==> config.mk <==
export PLATFORM = sky130hd
export DESIGN_NAME = mem_ctrl
export DESIGN_NICKNAME = d
export VERILOG_FILES = /design/src/rtl/mem_ctrl_pkg.sv /design/src/rtl/mem_ctrl.sv
export SDC_FILE = /design/constraint.sdc
export NUM_CORES = 1
export LEC_CHECK = 0
export CAP_MARGIN = 20
export CORE_UTILIZATION = 45
export CTS_CLUSTER_SIZE = 24
export DETAILED_ROUTE_END_ITERATION = 10
export PLACE_DENSITY = 0.84
export SLEW_MARGIN = 20
export SYNTH_ARGS = -nofsm -noshare
export SYNTH_HDL_FRONTEND = slang
export SYNTH_SLANG_ARGS = --single-unit
==> constraint.sdc <==
create_clock -name clk -period 1.95 [get_ports clk]
set_input_delay 0.585 -clock clk [delete_from_list [all_inputs] [get_ports clk]]
set_output_delay 0.585 -clock clk [all_outputs]
set_load 0.03 [all_outputs]
==> src/rtl/mem_ctrl_pkg.sv <==
// Shared widths and FSM encoding for the mem_ctrl SRAM access controller.
package mem_ctrl_pkg;

  localparam int ADDR_W = 4;
  localparam int DATA_W = 4;
  localparam int DEPTH  = 16;

  typedef enum logic [1:0] {
    IDLE   = 2'd0,
    SETUP  = 2'd1,
    STROBE = 2'd2,
    HOLD   = 2'd3
  } mem_ctrl_state_t;

endpackage

==> src/rtl/mem_ctrl.sv <==
// Single-port 16x4 asynchronous SRAM controller: SETUP/STROBE/HOLD access
// sequencing for host requests, plus a self-timed fill of the whole array.
module mem_ctrl
  import mem_ctrl_pkg::*;
#(
  parameter int STROBE_CYCLES = 1
) (
  input  logic              clk,
  input  logic              rst,
  input  logic              req_valid,
  output logic              req_ready,
  input  logic              req_we,
  input  logic [ADDR_W-1:0] req_addr,
  input  logic [DATA_W-1:0] req_wdata,
  output logic              rsp_valid,
  output logic [DATA_W-1:0] rsp_rdata,
  input  logic              init_start,
  input  logic [DATA_W-1:0] init_value,
  output logic              init_busy,
  output logic              init_done,
  output logic [ADDR_W-1:0] mem_a,
  output logic [DATA_W-1:0] mem_d,
  input  logic [DATA_W-1:0] mem_q,
  output logic              mem_cs_n,
  output logic              mem_we_n
);

  localparam logic [1:0] STROBE_LAST = 2'(STROBE_CYCLES - 1);

  mem_ctrl_state_t   state_q, state_d;
  logic              we_q, we_d;
  logic [ADDR_W-1:0] addr_q, addr_d;
  logic [DATA_W-1:0] data_q, data_d;
  logic [1:0]        strobe_cnt_q, strobe_cnt_d;
  logic [ADDR_W-1:0] fill_addr_q, fill_addr_d;
  logic              fill_q, fill_d;
  logic              done_q, done_d;
  logic [DATA_W-1:0] rdata_q, rdata_d;
  logic              req_accept;

  // A same-cycle init_start takes the slot, so ready is withdrawn to keep the
  // valid/ready handshake honest for the losing request.
  assign req_ready  = (state_q == IDLE) && !fill_q && !init_start;
  assign req_accept = req_valid && req_ready;

  always_comb begin
    // NOTE: every variable gets a default first so no path can infer a latch.
    state_d      = state_q;
    we_d         = we_q;
    addr_d       = addr_q;
    data_d       = data_q;
    strobe_cnt_d = strobe_cnt_q;
    fill_addr_d  = fill_addr_q;
    fill_d       = fill_q;
    done_d       = 1'b0;
    rdata_d      = rdata_q;

    unique case (state_q)
      IDLE: begin
        if (init_start && !fill_q) begin
          state_d     = SETUP;
          fill_d      = 1'b1;
          fill_addr_d = '0;
          we_d        = 1'b1;
          addr_d      = '0;
          data_d      = init_value;
        end else if (req_accept) begin
          state_d = SETUP;
          we_d    = req_we;
          addr_d  = req_addr;
          data_d  = req_wdata;
        end
      end
      SETUP: begin
        state_d      = STROBE;
        strobe_cnt_d = '0;
      end
      STROBE: begin
        if (strobe_cnt_q == STROBE_LAST) begin
          state_d = HOLD;
          if (!we_q) rdata_d = mem_q;
        end else begin
          strobe_cnt_d = strobe_cnt_q + 2'd1;
        end
      end
      HOLD: begin
        if (fill_q) begin
          // The fill ends when the word counter wraps back to address 0.
          fill_addr_d = fill_addr_q + 1'b1;
          if (fill_addr_d == '0) begin
            state_d = IDLE;
            fill_d  = 1'b0;
            done_d  = 1'b1;
          end else begin
            state_d = SETUP;
            addr_d  = fill_addr_d;
          end
        end else begin
          state_d = IDLE;
        end
      end
      default: state_d = IDLE;
    endcase
  end

  // NOTE: sequential state uses non-blocking assignments only, so every flop
  // samples the pre-edge value of every other flop.
  always_ff @(posedge clk) begin
    if (rst) begin
      state_q      <= IDLE;
      we_q         <= 1'b0;
      addr_q       <= '0;
      data_q       <= '0;
      strobe_cnt_q <= '0;
      fill_addr_q  <= '0;
      fill_q       <= 1'b0;
      done_q       <= 1'b0;
      rdata_q      <= '0;
    end else begin
      state_q      <= state_d;
      we_q         <= we_d;
      addr_q       <= addr_d;
      data_q       <= data_d;
      strobe_cnt_q <= strobe_cnt_d;
      fill_addr_q  <= fill_addr_d;
      fill_q       <= fill_d;
      done_q       <= done_d;
      rdata_q      <= rdata_d;
    end
  end

  // Pin strobes decode straight from state so they can only assert in STROBE.
  assign mem_a     = addr_q;
  assign mem_d     = data_q;
  assign mem_cs_n  = (state_q != STROBE);
  assign mem_we_n  = !((state_q == STROBE) && we_q);
  assign rsp_valid = (state_q == HOLD) && !we_q;
  assign rsp_rdata = rdata_q;
  assign init_busy = fill_q;
  assign init_done = done_q;

endmodule
==> results.md, run 1 <==
- WL final: 2760 µm
- CTS buffer count: 3
- Bufs on Longest Clock Path: 2
- Fin area: 1730 µm²
- HPWL Detailed: 2150 µm
- R2r setup slk: 320 ps
- CP cell instances: clkdlybuf4s50_1, nor2_2, buf_6
- Nets: 206
- Hold_sp: mem_d[0]$_SDFFE_PP0P_
- Hold Path Class: reg2reg
- Post-synth net total: 159
- Clk root buf: clkbuf_4
- Library cells used by synthesis: 34
- Synth Cell Area: 1210 µm²
- Routability cong.: 0.836
- Initial antenna violation count: 0
- Clk_lat worst skew: 310 ps
- Max FO, Critical Path: 4
- Total GRT Usage: 20.7%
- Family with the most delay on the worst path: buffers and inverters
- RSZ-0062 raised after global routing: yes
- Top Ports: 39
- Failing checks: negative setup slack
- Leak: 0.911 nW
- Crit path capture type: primary output
- Period utilization: 101%
- Die Height: 53.8 µm
- DRC viols: 0
- Area delta synth->final: 43.7%
- Syn Area/Cell: 9.21 µm²
- TNS Setup: -13.5 ps
- Proportion of layout cells with a drive suffix above 1: 15.3%
- Status: finished, violations left
- Hold endpoint: mem_d[0]$_SDFFE_PP0P_
- Die area: 2890 µm²
- WS Path Type: in2out
- Slew Limit Fails: 0
- Die Wd: 53.8 µm
- Initial Utilization: 48.2%
- Layout Cells excl Fill: 207
- Flop and latch count out of synthesis: 23
- R2r startpoint: state_q[0]$_SDFFE_PP0P_
- Hold Slack: 504 ps
- WL per Instance: 13.4 µm
- Grt ovf: 0
- Most frequent cells in the layout: nor2_1 (22), dfxtp_1 (21), clkdlybuf4s50_1 (20), a21oi_1 (13), dlymetal6s2s_1 (13)
- Max frequency: 509 MHz
- CP Buf/Inv Count: 2
- Ant diodes: 0
- Fin Clk Skew: 1.71 ps
- Final WS setup: -13.5 ps
- Gate Count Post-Synth: 131
- H-tree depth: 1
- Core Box Area: 2500 µm²
- Worst path required time: 1360 ps
- CTS sink count: 23
- Setup violations, final: 1
- Placed cell areas: 1650 µm²
- IO Port Bufs: 38
- Largest net degree at the start of global routing: 15
- Vias in the first global route: 1014
- Sequential-to-total area share from yosys stat: 38.2%
- Final min period: 1960 ps
- # hold bufs at CTS: 0
- Worst vdd ir: 987 µV
- Max-slew headroom at the worst pin: 76.8%
- Post-route ant nets: 0
- Min-Delay Path Depth: 2
- Crit path largest cell delay: 470 ps
- Final Util: 69.3%
- Vias: 1120
- Drt via density: 5.41
- CTS tree: built
- Reg clk slew, reported paths: 120 ps
- Final hold vios: 0
- R2R Path End: mem_a[2]$_SDFFE_PP0P_
- Arrival time at the worst endpoint: 1380 ps
- Iteration-0 DRC count of the detailed router: 11
- Yosys warning count: 0
- CP max stage cell: clkdlybuf4s50_1
- Worst slew pin tran: 340 ps
- Commonest non-fill, non-tap cell in the layout: nor2_1
- Global-route wire length before repair: 4270 µm
- Max-Cap Viols: 0
- # rows: 18
- Worst r2r path cells: 5
- 1st-pass router iterations: 5
- Dpl cells: 203
- PwrDens: 1210 nW/µm²
- CP startpoint: init_start
- Startpoint types: primary input
## synthesized netlist by cell type
cell	count	area (µm²)
o22a_1	1	8.76
o21bai_1	1	7.51
nand2_1	4	15.0
o2111ai_4	1	26.3
nand2b_1	1	6.26
o211a_1	1	10.0
o311a_1	1	10.0
o21ai_0	2	10.0
clkbuf_1	2	7.51
xor2_1	1	8.76
a311oi_1	5	43.8
nor2b_1	2	12.5
a31oi_2	1	12.5
and3b_2	1	10.0
a2111oi_0	1	8.76
buf_4	1	7.51
nor3_1	1	5.00
mux2i_1	12	120
buf_2	1	5.00
inv_1	8	30.0
and3_1	1	6.26
a22oi_1	2	15.0
nand3b_1	2	15.0
o31ai_4	1	21.3
dfxtp_1	23	460
ha_1	7	87.6
nand4b_1	1	8.76
nand3_1	2	10.0
nor2_1	23	86.3
nor2_2	1	6.26
a21oi_1	13	65.1
nand2b_4	1	13.8
a211oi_1	5	37.5
nor3b_1	1	7.51
## metal layers
layer | vias up | GRT usage [%] | routed length [µm]
li1 | 567 | - | -
met1 | 516 | 25.0 | 1230
met2 | 28 | 34.2 | 1340
met3 | 9 | 6.21 | 132
met4 | 0 | 7.89 | 67
met5 | - | 0 | 0
## worst max path at each step
stage | endpoint | slack (ps) | depth (start not counted)
2_1_floorplan | req_ready | 100 | 4
3_3_place_gp | req_ready | -8 | 3
3_5_place_dp | state_q[0]$_SDFFE_PP0P_ | -90 | 6
4_1_cts | req_ready | -7 | 3
5_1_grt | req_ready | -60 | 3
6_report | req_ready | -10 | 3
## where the power goes
group	leakage, nW	internal, mW	switching [mW]	total (mW)
sequential	0.189	0.591	0.0772	0.668
combinational	0.708	0.530	0.676	1.21
clock	0.0150	0.0800	0.140	0.220
total	0.911	1.20	0.894	2.09
## stage by stage
step                      setup WS [ps]  power [mW]
after floorplan                     102        1.45
after global placement            -8.36        1.80
after detailed placement          -85.2        1.85
after CTS                         -6.59        2.11
after global routing              -56.7        2.24
final                             -13.5        2.09
## area by class of cell
cell class / count / area [µm²]
multi-input combinational: 96 / 711
inverter: 8 / 30.0
clock buffer: 4 / 26.3
sequential: 23 / 463
fill: 175 / 767
timing repair buffer: 46 / 465
tap: 30 / 37.5
## registers in the layout, indices dropped and copies added (netlist names)
signal,cells
state_q,2
mem_a,4
strobe_cnt_q,2
we_q,1
init_busy,1
rsp_rdata,4
fill_addr_q,4
init_done,1
mem_d,4
## logic make-up (layout without fill, tap and decap cells)
group           count (synthesis)  count (layout)  share of synthesized area, %
buf+inv                        12              58                          4.15
mux                            12              12                          9.96
compound gates                 35              35                          22.9
xor+xnor                        1               1                         0.726
fa+ha+maj                       7               7                          7.26
simple gates                   41              41                          16.8
flops                          23              23                          38.2
## repair_timing
| action | 4_1_cts | 5_1_grt |
|---|---|---|
| buffers inserted | 0 | 0 |
| resized for setup | 7 | 15 |
| pin swaps | 0 | 1 |
| setup endpoints to repair | 2 | 15 |
## tightest hold or removal path: stages (launching register included)
cell	delay (ps)
dfxtp_1	330
nor2_1	90
a211oi_1	50
Note: power is estimated with default switching activity, not from simulation.
==> inputs of run 2 (changes only) <==
--- a/config.mk
+++ b/config.mk
@@ -6,10 +6,12 @@
 export NUM_CORES = 1
 export LEC_CHECK = 0
 export CAP_MARGIN = 20
-export CORE_UTILIZATION = 45
+export CORE_UTILIZATION = 40
 export CTS_CLUSTER_SIZE = 24
 export DETAILED_ROUTE_END_ITERATION = 10
-export PLACE_DENSITY = 0.84
+export MAX_ROUTING_LAYER = met4
+export PLACE_DENSITY = 0.77
+export SETUP_SLACK_MARGIN = 0.05
 export SLEW_MARGIN = 20
 export SYNTH_ARGS = -nofsm -noshare
 export SYNTH_HDL_FRONTEND = slang
==> run 2 against run 1 <==
Against the previous run:
- worst hold slack improved by 4.0 ps
- highest routed layer is now met3
- the flow now finishes without violations
- critical endpoint unchanged
- sequential share of layout area grew 0.26 points
- final cell count increased by 1.4%
- setup slack improved by 120 ps
- largest power group unchanged
==> results.md, run 2 (synthesized netlist as in run 1, its figures left out) <==
- CP startpoint: state_q[1]$_SDFFE_PP0P_
- Grt ovf: 0 (unchanged)
- Hold endpoint: mem_d[0]$_SDFFE_PP0P_
- Leak: 0.770 nW (-16%)
- Total GRT Usage: 20.3% (-0.42 points)
- Slew Limit Fails: 0 (unchanged)
- Nets: 208 (+0.97%)
- Status: finished, final reports clean
- Ant diodes: 0 (unchanged)
- Setup violations, final: 0 (-1)
- WL final: 2910 µm (+5.4%)
- Reg clk slew, reported paths: 130 ps (about the same)
- IO Port Bufs: 38 (unchanged)
- CTS buffer count: 3 (unchanged)
- PwrDens: 1240 nW/µm² (+2.6%)
- Proportion of layout cells with a drive suffix above 1: 16.8% (+1.5 points)
- CTS tree: built
- Largest net degree at the start of global routing: 23 (+8)
- Vias in the first global route: 1160 (+14%)
- # hold bufs at CTS: 0 (unchanged)
- WS Path Type: reg2out
- Worst r2r path cells: 6 (+1)
- GRT met1 Usage: 25.1% (+0.15 points)
- Global-route wire length before repair: 5030 µm (+18%)
- Dpl cells: 205 (+0.99%)
- Top Ports: 39 (unchanged)
- # rows: 19 (+1)
- DRC viols: 0 (unchanged)
- Worst path required time: 1360 ps (about the same)
- Vias: 1113 (-0.63%)
- Die area: 3240 µm² (+12%)
- Hold_sp: mem_d[0]$_SDFFE_PP0P_
- Final min period: 1850 ps (-118 ps)
- Clk_lat worst skew: 310 ps (about the same)
- Clk root buf: clkbuf_4
- Final hold vios: 0 (unchanged)
- Max-Cap Viols: 0 (unchanged)
- R2r setup slk: 290 ps (-30 ps)
- Die Height: 56.9 µm (+5.8%)
- Max frequency: 542 MHz (+6.4%)
- Post-route ant nets: 0 (unchanged)
- Worst vdd ir: 815 µV (-17%)
- HPWL Detailed: 2150 µm (+0.17%)
- H-tree depth: 1 (unchanged)
- Area delta synth->final: 43.0%
- Min-Delay Path Depth: 2 (unchanged)
- Arrival time at the worst endpoint: 1260 ps (-120 ps)
- Worst slew pin tran: 413 ps (+73.0 ps)
- Most frequent cells in the layout: nor2_1 (22), dfxtp_1 (21), clkdlybuf4s50_1 (19), dlygate4sd2_1 (15), a21oi_1 (13)
- Startpoint types: flop
- R2r startpoint: state_q[0]$_SDFFE_PP0P_
- Hold Path Class: reg2reg
- Routability cong.: 0.822 (-1.6%)
- Drt via density: 5.30 (-2.0%)
- Crit path capture type: primary output
- Bufs on Longest Clock Path: 2 (unchanged)
- Max-slew headroom at the worst pin: 71.8% (-5.0 points)
- Die Wd: 56.9 µm (+5.8%)
- Initial antenna violation count: 0 (unchanged)
- Iteration-0 DRC count of the detailed router: 30 (+19)
- Core Box Area: 2810 µm² (+12%)
- RSZ-0062 raised after global routing: yes
- Max FO, Critical Path: 5 (+1)
- CTS sink count: 23 (unchanged)
- Met2 Use GR: 34.5% (+0.30 points)
- Busiest grt layer: met2
- Initial Utilization: 43.0% (-5.3 points)
- 1st-pass router iterations: 4 (-1)
- Fin Clk Skew: 2.65 ps (+0.941 ps)
- Final Util: 61.5% (-7.8 points)
- Period utilization: 94.7% (-6.0 points)
- Commonest non-fill, non-tap cell in the layout: nor2_1
- R2R Path End: fill_addr_q[3]$_SDFFE_PP0P_
- Layout Cells excl Fill: 210 (+1.4%)
- Met3 Usage GRT: 1.38% (-4.8 points)
- WL per Instance: 13.9 µm (+3.8%)
## run 2: routing by layer
metal  part of all wire, %  routed length (µm)  vias up
li1                      -                   -      567
met1                    48                1400      529
met2                    50                1450       17
met3                   2.0                  58        0
met4                     0                   0        0
met5                     0                   0        -
## run 2: worst max path at each step
stage	to	slack [ps]	cells past startpoint
after floorplan	req_ready	100	4
after CTS	req_ready	40	5
after global placement	req_ready	-50	3
after detailed placement	mem_a[0]$_SDFFE_PP0P_	-60	5
final	req_ready	100	5
after global routing	req_ready	30	5
## run 2: area by class of cell
class,instances,area (µm²)
Clock buffer,4,26.3
Fill cell,252,1080
Inverter,8,32.5
Multi-Input combinational cell,96,716
Sequential cell,23,465
Tap cell,31,38.8
Timing Repair Buffer,48,447
## run 2: power by group
| part | switching [mW] | total [mW] | internal [mW] |
|---|---|---|---|
| logic | 0.697 | 1.24 | 0.544 |
| registers | 0.0778 | 0.673 | 0.595 |
| clock network | 0.145 | 0.225 | 0.0799 |
| total | 0.920 | 2.14 | 1.22 |
## run 2: per-stage QoR
| stage | worst slack (ps) | TNS (ps) | instance area, µm² | hold WS (ps) | power, mW |
|---|---|---|---|---|---|
| floorplan | 102 | 0 | 1210 | 465 | 1.45 |
| global placement | -51.6 | -110 | 1680 | 478 | 1.84 |
| detailed placement | -64.1 | -234 | 1680 | 493 | 1.88 |
| CTS | 37.7 | 0 | 1710 | 511 | 2.12 |
| global route | 32.2 | 0 | 1730 | 540 | 2.29 |
| finish | 104 | 0 | 1730 | 508 | 2.14 |
## run 2: what timing repair did
item,CTS,global route
buffers inserted,1,0
setup endpoints to repair,17,4
pin swaps,1,0
resized for setup,21,7
## run 2: worst max-delay path, cell delays in order (launching register included)
cell and delay (ps):
dfxtp_2 370, inv_2 90, ha_4 160, nand2b_4 80, nor2_4 110, buf_6 140
